===== config.mk =====
export PLATFORM = sky130hd
export DESIGN_NAME = ex_alu_rs_flat
export DESIGN_NICKNAME = d
export VERILOG_FILES = /design/src/rtl/ex_alu_rs_pkg.sv /design/src/rtl/ex_alu_rs_if.sv /design/src/rtl/ex_alu_core.sv /design/src/rtl/ex_alu_rs.sv /design/src/flat_wrapper.sv
export SDC_FILE = /design/constraint.sdc
export NUM_CORES = 2
export LEC_CHECK = 0
export CAP_MARGIN = 20
export CORE_MARGIN = 4
export CORE_UTILIZATION = 65
export CTS_BUF_LIST = sky130_fd_sc_hd__clkbuf_8
export DETAILED_ROUTE_END_ITERATION = 16
export PLACE_DENSITY_LB_ADDON = 0.12
export SLEW_MARGIN = 40
export SYNTH_ARGS = -nofsm -noshare
export SYNTH_HDL_FRONTEND = slang
export SYNTH_SLANG_ARGS = --single-unit

===== constraint.sdc =====
create_clock -name clk -period 9.9 [get_ports clk]
set_input_delay 0.99 -clock clk [delete_from_list [all_inputs] [get_ports clk]]
set_output_delay 0.99 -clock clk [all_outputs]
set_load 0.02 [all_outputs]

===== src/rtl/ex_alu_rs_pkg.sv =====
`default_nettype none
// +----------------------------------------------------------------------------+
// | Module      : ex_alu_rs_pkg                                                |
// | Description : Shared opcode encodings, tag/register constants and the      |
// |               branch-op helper for the buffered integer execute stage.     |
// | Revision    : 1.0                                                          |
// +----------------------------------------------------------------------------+
package ex_alu_rs_pkg;

    localparam logic [4:0] OP_ADD   = 5'd0;
    localparam logic [4:0] OP_SUB   = 5'd1;
    localparam logic [4:0] OP_XOR   = 5'd2;
    localparam logic [4:0] OP_OR    = 5'd3;
    localparam logic [4:0] OP_AND   = 5'd4;
    localparam logic [4:0] OP_SLL   = 5'd5;
    localparam logic [4:0] OP_SRL   = 5'd6;
    localparam logic [4:0] OP_SRA   = 5'd7;
    localparam logic [4:0] OP_SLT   = 5'd8;
    localparam logic [4:0] OP_SLTU  = 5'd9;
    localparam logic [4:0] OP_LUI   = 5'd10;
    localparam logic [4:0] OP_AUIPC = 5'd11;
    localparam logic [4:0] OP_JAL   = 5'd12;
    localparam logic [4:0] OP_JALR  = 5'd13;
    localparam logic [4:0] OP_BEQ   = 5'd16;
    localparam logic [4:0] OP_BNE   = 5'd17;
    localparam logic [4:0] OP_BLT   = 5'd18;
    localparam logic [4:0] OP_BGE   = 5'd19;
    localparam logic [4:0] OP_BLTU  = 5'd20;
    localparam logic [4:0] OP_BGEU  = 5'd21;

    // Rename tag meaning "operand already present".
    localparam int unsigned UNLOCKED = 0;
    // Architectural register x0; branches write nothing.
    localparam logic [4:0] ZERO = 5'd0;

    function automatic logic op_is_branch(input logic [4:0] op);
        return (op == OP_BEQ)  || (op == OP_BNE)  || (op == OP_BLT) ||
               (op == OP_BGE)  || (op == OP_BLTU) || (op == OP_BGEU);
    endfunction

endpackage
`default_nettype wire


===== src/rtl/ex_alu_rs_if.sv =====
`default_nettype none
// +----------------------------------------------------------------------------+
// | Module      : ex_alu_rs_if                                                 |
// | Description : Issue, wakeup and result bundle of the execute stage.        |
// | Revision    : 1.0                                                          |
// +----------------------------------------------------------------------------+
interface ex_alu_rs_if #(
    parameter int XLEN  = 32,
    parameter int DEPTH = 4,
    parameter int TAG_W = 4,
    parameter int OP_W  = 5
);
    localparam int OCC_W = $clog2(DEPTH + 1);

    logic             rdy;
    logic             flush;
    logic             issue_valid;
    logic             issue_ready;
    logic [OP_W-1:0]  issue_op;
    logic [XLEN-1:0]  issue_pc;
    logic [XLEN-1:0]  issue_imm;
    logic [XLEN-1:0]  issue_datax;
    logic [XLEN-1:0]  issue_datay;
    logic [TAG_W-1:0] issue_tagx;
    logic [TAG_W-1:0] issue_tagy;
    logic [TAG_W-1:0] issue_dest_tag;
    logic [4:0]       issue_target;
    logic             cdb_valid;
    logic [TAG_W-1:0] cdb_tag;
    logic [XLEN-1:0]  cdb_data;
    logic             res_valid;
    logic             res_ready;
    logic [TAG_W-1:0] res_tag;
    logic [4:0]       res_target;
    logic [XLEN-1:0]  res_data;
    logic             jmp_en;
    logic [XLEN-1:0]  jmp_addr;
    logic [OCC_W-1:0] occupancy;

    modport master (
        output rdy, flush, issue_valid, issue_op, issue_pc, issue_imm,
               issue_datax, issue_datay, issue_tagx, issue_tagy,
               issue_dest_tag, issue_target, cdb_valid, cdb_tag, cdb_data,
               res_ready,
        input  issue_ready, res_valid, res_tag, res_target, res_data,
               jmp_en, jmp_addr, occupancy
    );

    modport slave (
        input  rdy, flush, issue_valid, issue_op, issue_pc, issue_imm,
               issue_datax, issue_datay, issue_tagx, issue_tagy,
               issue_dest_tag, issue_target, cdb_valid, cdb_tag, cdb_data,
               res_ready,
        output issue_ready, res_valid, res_tag, res_target, res_data,
               jmp_en, jmp_addr, occupancy
    );
endinterface
`default_nettype wire


===== src/rtl/ex_alu_core.sv =====
`default_nettype none
// +----------------------------------------------------------------------------+
// | Module      : ex_alu_core                                                  |
// | Description : Combinational integer ALU with jump/branch redirect.         |
// |               Optional: EX_ALU_BRANCH_EN adds BEQ/BNE/BLT/BGE/BLTU/BGEU.   |
// | Revision    : 1.0                                                          |
// +----------------------------------------------------------------------------+
module ex_alu_core
    import ex_alu_rs_pkg::*;
#(
    parameter int XLEN = 32,
    parameter int OP_W = 5
) (
    input  wire logic [OP_W-1:0] i_op,
    input  wire logic [XLEN-1:0] i_pc,
    input  wire logic [XLEN-1:0] i_imm,
    input  wire logic [XLEN-1:0] i_datax,
    input  wire logic [XLEN-1:0] i_datay,
    output logic      [XLEN-1:0] o_data,
    output logic                 o_jmp_en,
    output logic      [XLEN-1:0] o_jmp_addr
);
    localparam int SH_W = $clog2(XLEN);

    logic [SH_W-1:0] w_shamt;
    logic [XLEN-1:0] w_pc_4;
    logic [XLEN-1:0] w_pc_imm;
    logic [XLEN-1:0] w_jalr_sum;

    assign w_shamt    = i_datay[SH_W-1:0];
    assign w_pc_4     = i_pc + XLEN'(4);
    assign w_pc_imm   = i_pc + i_imm;
    assign w_jalr_sum = i_datax + i_imm;

`ifdef EX_ALU_BRANCH_EN
    logic w_taken;

    always_comb begin
        w_taken = 1'b0;
        case (i_op)
            OP_BEQ:  w_taken = (i_datax == i_datay);
            OP_BNE:  w_taken = (i_datax != i_datay);
            OP_BLT:  w_taken = ($signed(i_datax) <  $signed(i_datay));
            OP_BGE:  w_taken = ($signed(i_datax) >= $signed(i_datay));
            OP_BLTU: w_taken = (i_datax <  i_datay);
            OP_BGEU: w_taken = (i_datax >= i_datay);
            default: w_taken = 1'b0;
        endcase
    end
`endif

    always_comb begin
        o_data     = '0;
        o_jmp_en   = 1'b0;
        o_jmp_addr = '0;
        case (i_op)
            OP_ADD:   o_data = i_datax + i_datay;
            OP_SUB:   o_data = i_datax - i_datay;
            OP_XOR:   o_data = i_datax ^ i_datay;
            OP_OR:    o_data = i_datax | i_datay;
            OP_AND:   o_data = i_datax & i_datay;
            OP_SLL:   o_data = i_datax << w_shamt;
            OP_SRL:   o_data = i_datax >> w_shamt;
            OP_SRA:   o_data = $unsigned($signed(i_datax) >>> w_shamt);
            OP_SLT:   o_data = XLEN'($signed(i_datax) < $signed(i_datay));
            OP_SLTU:  o_data = XLEN'(i_datax < i_datay);
            OP_LUI:   o_data = i_datax;
            OP_AUIPC: o_data = i_pc + i_datax;
            OP_JAL: begin
                o_data     = w_pc_4;
                o_jmp_en   = 1'b1;
                o_jmp_addr = w_pc_imm;
            end
            OP_JALR: begin
                o_data     = w_pc_4;
                o_jmp_en   = 1'b1;
                o_jmp_addr = {w_jalr_sum[XLEN-1:1], 1'b0};
            end
`ifdef EX_ALU_BRANCH_EN
            OP_BEQ, OP_BNE, OP_BLT, OP_BGE, OP_BLTU, OP_BGEU: begin
                o_jmp_en   = 1'b1;
                o_jmp_addr = w_taken ? w_pc_imm : w_pc_4;
            end
`endif
            default: begin
                o_data     = '0;
                o_jmp_en   = 1'b0;
                o_jmp_addr = '0;
            end
        endcase
    end
endmodule
`default_nettype wire


===== src/rtl/ex_alu_rs.sv =====
`default_nettype none
// +----------------------------------------------------------------------------+
// | Module      : ex_alu_rs                                                    |
// | Description : DEPTH-entry operand-wait buffer with CDB wakeup in front of  |
// |               an XLEN ALU; registered valid/ready result port.             |
// |               Optional: EX_ALU_BRANCH_EN enables conditional branches.     |
// | Revision    : 1.0                                                          |
// +----------------------------------------------------------------------------+
module ex_alu_rs
    import ex_alu_rs_pkg::*;
#(
    parameter int XLEN  = 32,
    parameter int DEPTH = 4,
    parameter int TAG_W = 4,
    parameter int OP_W  = 5
) (
    input  wire logic   clk,
    input  wire logic   rst,
    ex_alu_rs_if.slave  bus
);
    localparam int IDX_W = (DEPTH > 1) ? $clog2(DEPTH) : 1;
    localparam int OCC_W = $clog2(DEPTH + 1);

    typedef struct packed {
        logic             valid;
        logic [OP_W-1:0]  op;
        logic [XLEN-1:0]  pc;
        logic [XLEN-1:0]  imm;
        logic [XLEN-1:0]  datax;
        logic [XLEN-1:0]  datay;
        logic [TAG_W-1:0] tagx;
        logic [TAG_W-1:0] tagy;
        logic [TAG_W-1:0] dest_tag;
        logic [4:0]       target;
    } rs_entry_t;

    rs_entry_t        r_ent [DEPTH];
    logic             r_res_valid;
    logic [TAG_W-1:0] r_res_tag;
    logic [4:0]       r_res_target;
    logic [XLEN-1:0]  r_res_data;
    logic             r_jmp_en;
    logic [XLEN-1:0]  r_jmp_addr;

    logic [DEPTH-1:0] w_ready;
    logic             w_free_found;
    logic [IDX_W-1:0] w_free_idx;
    logic             w_sel_found;
    logic [IDX_W-1:0] w_sel_idx;
    logic [OCC_W-1:0] w_occ;
    logic             w_wake;
    logic             w_issue_ready;
    logic             w_issue_fire;
    logic             w_sel_fire;
    rs_entry_t        w_new;
    logic [XLEN-1:0]  w_alu_data;
    logic             w_alu_jmp_en;
    logic [XLEN-1:0]  w_alu_jmp_addr;
    logic [4:0]       w_res_target;

    generate
        for (genvar g = 0; g < DEPTH; g++) begin : g_ready
            assign w_ready[g] = r_ent[g].valid &&
                                (r_ent[g].tagx == TAG_W'(UNLOCKED)) &&
                                (r_ent[g].tagy == TAG_W'(UNLOCKED));
        end
    endgenerate

    // Descending scans leave the lowest matching index in place.
    always_comb begin
        w_free_found = 1'b0;
        w_free_idx   = '0;
        w_sel_found  = 1'b0;
        w_sel_idx    = '0;
        w_occ        = '0;
        for (int i = DEPTH - 1; i >= 0; i--) begin
            if (!r_ent[i].valid) begin
                w_free_found = 1'b1;
                w_free_idx   = IDX_W'(i);
            end
            if (w_ready[i]) begin
                w_sel_found = 1'b1;
                w_sel_idx   = IDX_W'(i);
            end
            w_occ = w_occ + OCC_W'(r_ent[i].valid);
        end
    end

    assign w_wake        = bus.rdy && bus.cdb_valid && (bus.cdb_tag != TAG_W'(UNLOCKED));
    assign w_issue_ready = bus.rdy && !bus.flush && w_free_found;
    assign w_issue_fire  = w_issue_ready && bus.issue_valid;
    assign w_sel_fire    = bus.rdy && !bus.flush && w_sel_found &&
                           (!r_res_valid || bus.res_ready);

    // A broadcast in the issue cycle is captured directly into the new entry.
    always_comb begin
        w_new          = '0;
        w_new.valid    = 1'b1;
        w_new.op       = bus.issue_op;
        w_new.pc       = bus.issue_pc;
        w_new.imm      = bus.issue_imm;
        w_new.datax    = bus.issue_datax;
        w_new.datay    = bus.issue_datay;
        w_new.tagx     = bus.issue_tagx;
        w_new.tagy     = bus.issue_tagy;
        w_new.dest_tag = bus.issue_dest_tag;
        w_new.target   = bus.issue_target;
        if (w_wake && (bus.issue_tagx == bus.cdb_tag)) begin
            w_new.datax = bus.cdb_data;
            w_new.tagx  = TAG_W'(UNLOCKED);
        end
        if (w_wake && (bus.issue_tagy == bus.cdb_tag)) begin
            w_new.datay = bus.cdb_data;
            w_new.tagy  = TAG_W'(UNLOCKED);
        end
    end

    ex_alu_core #(
        .XLEN (XLEN),
        .OP_W (OP_W)
    ) u_core (
        .i_op       (r_ent[w_sel_idx].op),
        .i_pc       (r_ent[w_sel_idx].pc),
        .i_imm      (r_ent[w_sel_idx].imm),
        .i_datax    (r_ent[w_sel_idx].datax),
        .i_datay    (r_ent[w_sel_idx].datay),
        .o_data     (w_alu_data),
        .o_jmp_en   (w_alu_jmp_en),
        .o_jmp_addr (w_alu_jmp_addr)
    );

`ifdef EX_ALU_BRANCH_EN
    assign w_res_target = op_is_branch(5'(r_ent[w_sel_idx].op)) ? ZERO
                                                                : r_ent[w_sel_idx].target;
`else
    assign w_res_target = r_ent[w_sel_idx].target;
`endif

    always_ff @(posedge clk) begin
        if (rst) begin
            for (int i = 0; i < DEPTH; i++) begin
                r_ent[i] <= '0;
            end
            r_res_valid  <= 1'b0;
            r_res_tag    <= '0;
            r_res_target <= '0;
            r_res_data   <= '0;
            r_jmp_en     <= 1'b0;
            r_jmp_addr   <= '0;
        end else if (bus.rdy) begin
            if (bus.flush) begin
                for (int i = 0; i < DEPTH; i++) begin
                    r_ent[i].valid <= 1'b0;
                end
                r_res_valid <= 1'b0;
            end else begin
                for (int i = 0; i < DEPTH; i++) begin
                    if (r_ent[i].valid && w_wake) begin
                        if (r_ent[i].tagx == bus.cdb_tag) begin
                            r_ent[i].datax <= bus.cdb_data;
                            r_ent[i].tagx  <= TAG_W'(UNLOCKED);
                        end
                        if (r_ent[i].tagy == bus.cdb_tag) begin
                            r_ent[i].datay <= bus.cdb_data;
                            r_ent[i].tagy  <= TAG_W'(UNLOCKED);
                        end
                    end
                end
                if (w_sel_fire) begin
                    r_ent[w_sel_idx].valid <= 1'b0;
                    r_res_valid  <= 1'b1;
                    r_res_tag    <= r_ent[w_sel_idx].dest_tag;
                    r_res_target <= w_res_target;
                    r_res_data   <= w_alu_data;
                    r_jmp_en     <= w_alu_jmp_en;
                    r_jmp_addr   <= w_alu_jmp_addr;
                end else if (bus.res_ready) begin
                    r_res_valid <= 1'b0;
                end
                // The free slot is invalid, so it never collides with the selected one.
                if (w_issue_fire) begin
                    r_ent[w_free_idx] <= w_new;
                end
            end
        end
    end

    assign bus.issue_ready = w_issue_ready;
    assign bus.res_valid   = r_res_valid;
    assign bus.res_tag     = r_res_tag;
    assign bus.res_target  = r_res_target;
    assign bus.res_data    = r_res_data;
    assign bus.jmp_en      = r_jmp_en;
    assign bus.jmp_addr    = r_jmp_addr;
    assign bus.occupancy   = w_occ;
endmodule
`default_nettype wire


===== src/flat_wrapper.sv =====
// flat-port wrapper written by rule: the top's interface ports become plain ports
module ex_alu_rs_flat import ex_alu_rs_pkg::*;
#(
    parameter int XLEN  = 32,
    parameter int DEPTH = 4,
    parameter int TAG_W = 4,
    parameter int OP_W  = 5
)
  (clk, rst, bus_rdy, bus_flush, bus_issue_valid, bus_issue_op, bus_issue_pc, bus_issue_imm, bus_issue_datax, bus_issue_datay, bus_issue_tagx, bus_issue_tagy, bus_issue_dest_tag, bus_issue_target, bus_cdb_valid, bus_cdb_tag, bus_cdb_data, bus_res_ready, bus_issue_ready, bus_res_valid, bus_res_tag, bus_res_target, bus_res_data, bus_jmp_en, bus_jmp_addr, bus_occupancy);
  ex_alu_rs_if #(.XLEN(XLEN), .DEPTH(DEPTH), .TAG_W(TAG_W), .OP_W(OP_W)) bus_i ();
  input  wire logic clk;
  input  wire logic rst;
  input wire logic [$bits(bus_i.rdy)-1:0] bus_rdy;
  input wire logic [$bits(bus_i.flush)-1:0] bus_flush;
  input wire logic [$bits(bus_i.issue_valid)-1:0] bus_issue_valid;
  input wire logic [$bits(bus_i.issue_op)-1:0] bus_issue_op;
  input wire logic [$bits(bus_i.issue_pc)-1:0] bus_issue_pc;
  input wire logic [$bits(bus_i.issue_imm)-1:0] bus_issue_imm;
  input wire logic [$bits(bus_i.issue_datax)-1:0] bus_issue_datax;
  input wire logic [$bits(bus_i.issue_datay)-1:0] bus_issue_datay;
  input wire logic [$bits(bus_i.issue_tagx)-1:0] bus_issue_tagx;
  input wire logic [$bits(bus_i.issue_tagy)-1:0] bus_issue_tagy;
  input wire logic [$bits(bus_i.issue_dest_tag)-1:0] bus_issue_dest_tag;
  input wire logic [$bits(bus_i.issue_target)-1:0] bus_issue_target;
  input wire logic [$bits(bus_i.cdb_valid)-1:0] bus_cdb_valid;
  input wire logic [$bits(bus_i.cdb_tag)-1:0] bus_cdb_tag;
  input wire logic [$bits(bus_i.cdb_data)-1:0] bus_cdb_data;
  input wire logic [$bits(bus_i.res_ready)-1:0] bus_res_ready;
  output wire logic [$bits(bus_i.issue_ready)-1:0] bus_issue_ready;
  output wire logic [$bits(bus_i.res_valid)-1:0] bus_res_valid;
  output wire logic [$bits(bus_i.res_tag)-1:0] bus_res_tag;
  output wire logic [$bits(bus_i.res_target)-1:0] bus_res_target;
  output wire logic [$bits(bus_i.res_data)-1:0] bus_res_data;
  output wire logic [$bits(bus_i.jmp_en)-1:0] bus_jmp_en;
  output wire logic [$bits(bus_i.jmp_addr)-1:0] bus_jmp_addr;
  output wire logic [$bits(bus_i.occupancy)-1:0] bus_occupancy;
  assign bus_i.rdy = bus_rdy;
  assign bus_i.flush = bus_flush;
  assign bus_i.issue_valid = bus_issue_valid;
  assign bus_i.issue_op = bus_issue_op;
  assign bus_i.issue_pc = bus_issue_pc;
  assign bus_i.issue_imm = bus_issue_imm;
  assign bus_i.issue_datax = bus_issue_datax;
  assign bus_i.issue_datay = bus_issue_datay;
  assign bus_i.issue_tagx = bus_issue_tagx;
  assign bus_i.issue_tagy = bus_issue_tagy;
  assign bus_i.issue_dest_tag = bus_issue_dest_tag;
  assign bus_i.issue_target = bus_issue_target;
  assign bus_i.cdb_valid = bus_cdb_valid;
  assign bus_i.cdb_tag = bus_cdb_tag;
  assign bus_i.cdb_data = bus_cdb_data;
  assign bus_i.res_ready = bus_res_ready;
  assign bus_issue_ready = bus_i.issue_ready;
  assign bus_res_valid = bus_i.res_valid;
  assign bus_res_tag = bus_i.res_tag;
  assign bus_res_target = bus_i.res_target;
  assign bus_res_data = bus_i.res_data;
  assign bus_jmp_en = bus_i.jmp_en;
  assign bus_jmp_addr = bus_i.jmp_addr;
  assign bus_occupancy = bus_i.occupancy;
  ex_alu_rs #(.XLEN(XLEN), .DEPTH(DEPTH), .TAG_W(TAG_W), .OP_W(OP_W)) u_core (.clk(clk), .rst(rst), .bus(bus_i));
endmodule

==> impl_metrics.prom <==
# TYPE chip_impl_metric gauge
chip_impl_metric{name="power_switching",unit="uW"} 2210
chip_impl_metric{name="synth_async_sr_flop_share",unit=""} 0
chip_impl_metric{name="wl_per_cell",unit="um"} 29.9
chip_impl_metric{name="clock_power_share",unit=""} 0.341
chip_impl_info{name="setup_repair_after_global_routing_missed_its_margin",value="false"} 1
chip_impl_info{name="worst_setup_path_start_kind",value="flip-flop"} 1
chip_impl_metric{name="worst-slew-pin-transition",unit="ns"} 0.981
chip_impl_metric{name="synthDominantCellAreaShare",unit=""} 0.410
chip_impl_metric{name="ctsResizeCount",unit=""} 0
chip_impl_info{name="critPathLaunch",value="u_core.r_ent[1][150]"} 1
chip_impl_metric{name="grt_first_pass_wirelength",unit="mm"} 241
chip_impl_metric{name="path_max_fanout",unit=""} 42
chip_impl_info{name="ys_top_cells_by_area",value="edfxtp_1, ha_1, a22o_1"} 1
chip_impl_metric{name="io_buffer_count",unit=""} 271
chip_impl_info{name="critical_path.endpoint",value="u_core.bus.res_data[31]"} 1
chip_impl_metric{name="cts_max_path_buffers",unit=""} 3
chip_impl_info{name="outcome",value="finished, final reports clean"} 1
chip_impl_metric{name="fp.coreArea",unit="um^2"} 67200
chip_impl_info{name="yosys.cell_count.top_type",value="edfxtp_1"} 1
chip_impl_metric{name="die_height",unit="um"} 268
chip_impl_metric{name="route.final.wire_length",unit="mm"} 166
chip_impl_metric{name="drc_errors",unit=""} 0
chip_impl_info{name="crit_type",value="flip-flop to flip-flop"} 1
chip_impl_metric{name="htreeDepth",unit=""} 3
chip_impl_metric{name="switching_share",unit=""} 0.307
chip_impl_info{name="synth-main-ff-cell",value="edfxtp_1"} 1
chip_impl_metric{name="min_period_over_period",unit=""} 0.766
chip_impl_metric{name="timing.max_cap.violations",unit=""} 0
chip_impl_info{name="netlist.top_cell.by_area",value="edfxtp_1"} 1
chip_impl_info{name="crit_path_frequent_cell",value="a21oi_1"} 1
chip_impl_metric{name="globalRouteTotalUtil",unit=""} 0.449
chip_impl_metric{name="drive_gt1_frac",unit=""} 0.0930
chip_impl_metric{name="dr_total_vias",unit=""} 40300
chip_impl_info{name="root_buffer",value="clkbuf_8"} 1
chip_impl_metric{name="syn2layout_area_growth",unit="%"} 14.0
chip_impl_metric{name="number_of_buffers_created_by_cts",unit=""} 109
chip_impl_metric{name="worst_ep_required_time",unit="ns"} 10.51
chip_impl_info{name="worst_setup_path_end_kind",value="flip-flop"} 1
chip_impl_metric{name="seq_power_share",unit=""} 0.455
chip_impl_info{name="path_cells",value="nor3b_1 > nand3_2 > a31oi_4 > buf_4 > o2bb2ai_4 > buf_4 > or3_1 > nor2_2 > buf_4 > nor2_1 > a21oi_1 > ha_1 > a21oi_1 > nor3b_1 > a21oi_1 > a21oi_1 > nor3_1 > o41ai_1 > o21ai_0 > xnor2_1 > a22oi_1 > a31oi_1"} 1
chip_impl_metric{name="boundary_pin_count",unit=""} 272
chip_impl_metric{name="floorplan.rows",unit=""} 95
chip_impl_metric{name="synth_warnings",unit=""} 0
chip_impl_metric{name="fp.dieArea",unit="um^2"} 71900
chip_impl_metric{name="dp.final_hpwl",unit="mm"} 113
chip_impl_metric{name="pwr-share-comb",unit=""} 0.204
chip_impl_metric{name="finalMaxSlewViolations",unit=""} 0
chip_impl_metric{name="start_util",unit=""} 0.655
chip_impl_metric{name="cellInternalPower",unit="uW"} 4980
chip_impl_info{name="rr_endpoint",value="u_core.bus.res_data[31]"} 1
chip_impl_metric{name="synthesis.instances",unit=""} 4388
chip_impl_metric{name="cts-hold-fix-buffers",unit=""} 0
chip_impl_metric{name="vias_per_cell",unit=""} 7.24
chip_impl_metric{name="min_period",unit="ns"} 7.58
chip_impl_metric{name="relSlewSlack",unit=""} 0.343
chip_impl_metric{name="grt.overflow.total",unit=""} 0
chip_impl_metric{name="grt_start_max_net_pins",unit=""} 83
chip_impl_metric{name="clk_pin_slew_worst_paths",unit="ns"} 0.07
chip_impl_metric{name="clkSinkCount",unit=""} 679
chip_impl_metric{name="clk-insertion-delay-late",unit="ns"} 0.78
chip_impl_metric{name="grt_antenna_before_repair",unit=""} 12
chip_impl_metric{name="power.total",unit="uW"} 7190
chip_impl_metric{name="irDropWorstVdd",unit="mV"} 0.143
chip_impl_metric{name="floorplan.die.width",unit="um"} 268
chip_impl_metric{name="fin_setup_tns",unit="ns"} 0
chip_impl_metric{name="post_synth.cell_area_avg",unit="um^2"} 10.0
chip_impl_metric{name="worst-endpoint-arrival",unit="ns"} 8.19
chip_impl_metric{name="max_freq",unit="MHz"} 132
chip_impl_metric{name="finalClockSkew",unit="ns"} 0.0595
chip_impl_metric{name="r2r_setup_slack",unit="ns"} 2.32
chip_impl_metric{name="final_antenna_net_count",unit=""} 0
chip_impl_metric{name="finish.net_count",unit=""} 4985
chip_impl_metric{name="firstDrtPassIters",unit=""} 10
chip_impl_metric{name="finalSetupViolCount",unit=""} 0
chip_impl_info{name="crit-reg2reg-launch",value="u_core.r_ent[1][150]"} 1
chip_impl_metric{name="power_density",unit="nW/um^2"} 143
chip_impl_info{name="cp_slowest_cell",value="nand3_2"} 1
chip_impl_metric{name="synth_seq_area_share",unit=""} 0.446
chip_impl_metric{name="hold_viol_final",unit=""} 0
chip_impl_info{name="worst_hold_path_type",value="flip-flop to flip-flop"} 1
chip_impl_info{name="ys_top_cells_by_count",value="edfxtp_1, nand2_1, nor2_1"} 1
chip_impl_metric{name="mappedNetlistNets",unit=""} 4779
chip_impl_metric{name="synth_cell_type_count",unit=""} 101
chip_impl_info{name="cts_tree",value="yes"} 1
chip_impl_metric{name="synth_register_bits",unit=""} 679
chip_impl_metric{name="leakage_power",unit="uW"} 0.0197
chip_impl_metric{name="synth_edf_count",unit=""} 600
chip_impl_metric{name="worst_path_largest_cell_delay",unit="ns"} 0.57
chip_impl_metric{name="first_global_vias",unit=""} 37400
chip_impl_metric{name="syn_area",unit="um^2"} 44000
chip_impl_metric{name="postCtsSetupRepairBufs",unit=""} 0
chip_impl_metric{name="place.gp.congestion",unit=""} 1.11
chip_impl_metric{name="ff2ff_path_depth",unit=""} 22
chip_impl_metric{name="drt-initial-drc-count",unit=""} 6366
-- cell families after synthesis --
kind of cell             count (synthesis)  share of synthesized area
buffers and inverters                  450                     0.0422
adder cells (fa/ha/maj)                198                     0.0572
AND/OR/NAND/NOR                       1395                      0.165
XOR/XNOR                               149                     0.0297
multiplexers                           168                     0.0394
AO/OA/AOI/OAI                         1349                      0.221
flip-flops                             679                      0.446
-- cells in the final DEF (no fill, tap or decap), types with 116 or more instances in the layout --
master           instances
inv_1                  169
clkbuf_8               116
mux2i_1                144
a22o_1                 204
clkdlybuf4s50_1        270
edfxtp_1               600
buf_4                  129
nand2_1                306
a21oi_1                223
nor2_1                 279
ha_1                   192
o21ai_0                229
and2_1                 277
-- critical path, delay by kind of cell (launching register included) --
kind                       cells  cell delay (ns)
and+or+nand+nor                7             2.61
adders and majority gates      1             0.32
DFF                            1             0.56
AOI/OAI and AO/OA             10             2.47
buffers and inverters          3             1.25
xor gates and xnor gates       1             0.17
-- worst min path at each step --
stage	startpoint	end	slack (ns)	cells past startpoint
2_1_floorplan	u_core.r_ent[2][5]	u_core.bus.res_tag[0]	0.49	2
3_3_place_gp	u_core.bus.jmp_addr[4]	u_core.bus.jmp_addr[4]	0.44	2
3_5_place_dp	u_core.bus.jmp_addr[8]	u_core.bus.jmp_addr[8]	0.45	2
4_1_cts	u_core.bus.jmp_addr[2]	u_core.bus.jmp_addr[2]	0.46	2
5_1_grt	u_core.bus.jmp_addr[22]	u_core.bus.jmp_addr[22]	0.47	2
6_report	u_core.bus.jmp_addr[2]	u_core.bus.jmp_addr[2]	0.46	2
-- layer usage --
| metal | GRT usage | part of all wire |
|---|---|---|
| met1 | 0.577 | 0.35 |
| met4 | 0.261 | 0.073 |
| met2 | 0.683 | 0.44 |
| met3 | 0.130 | 0.14 |
| met5 | 0 | 0.00028 |
-- sequential cells by signal, summed over array words and instances, names as in the netlist --
name and flops:
u_core.r_ent 604, u_core.bus.jmp_addr 32, u_core.bus.res_data 32, u_core.bus.res_target 5, u_core.bus.res_tag 4, u_core.bus.jmp_en 1
u_core.bus.res_valid 1
-- stage by stage --
stage | area, um^2 | worst slack (ns) | cells | hold WS, ns | util
after global placement | 47700 | 2.78 | 5352 | 0.438 | 0.710
after floorplan | 44000 | 4.23 | 4388 | 0.485 | -
final | 50100 | 2.32 | 5567 | 0.459 | 0.746
after detailed placement | 47900 | 2.61 | 5356 | 0.448 | 0.713
after global routing | 50100 | 1.87 | 5563 | 0.475 | 0.746
after CTS | 50000 | 2.56 | 5559 | 0.457 | 0.745
-- power by group through the flow --
stage / sequential, uW / clock [uW] / combinational (uW)
after floorplan: 3310 / 0 / 880
after global placement: 3320 / 0 / 1370
after detailed placement: 3330 / 0 / 1390
after CTS: 3270 / 2440 / 1400
after global routing: 3270 / 2580 / 1530
final: 3270 / 2450 / 1470
-- area by class of cell --
class                   count  area, um^2
multi-input cells        3259       22900
flip-flops and latches    679       19600
fillers                  4827       17000
repair buffers            406        3750
clock buffers             116        1600
well taps                 873        1090
clock inverters            87         584
inverters                 139         526
diodes                      8        20.0
Power figures use the tool's default switching activity.
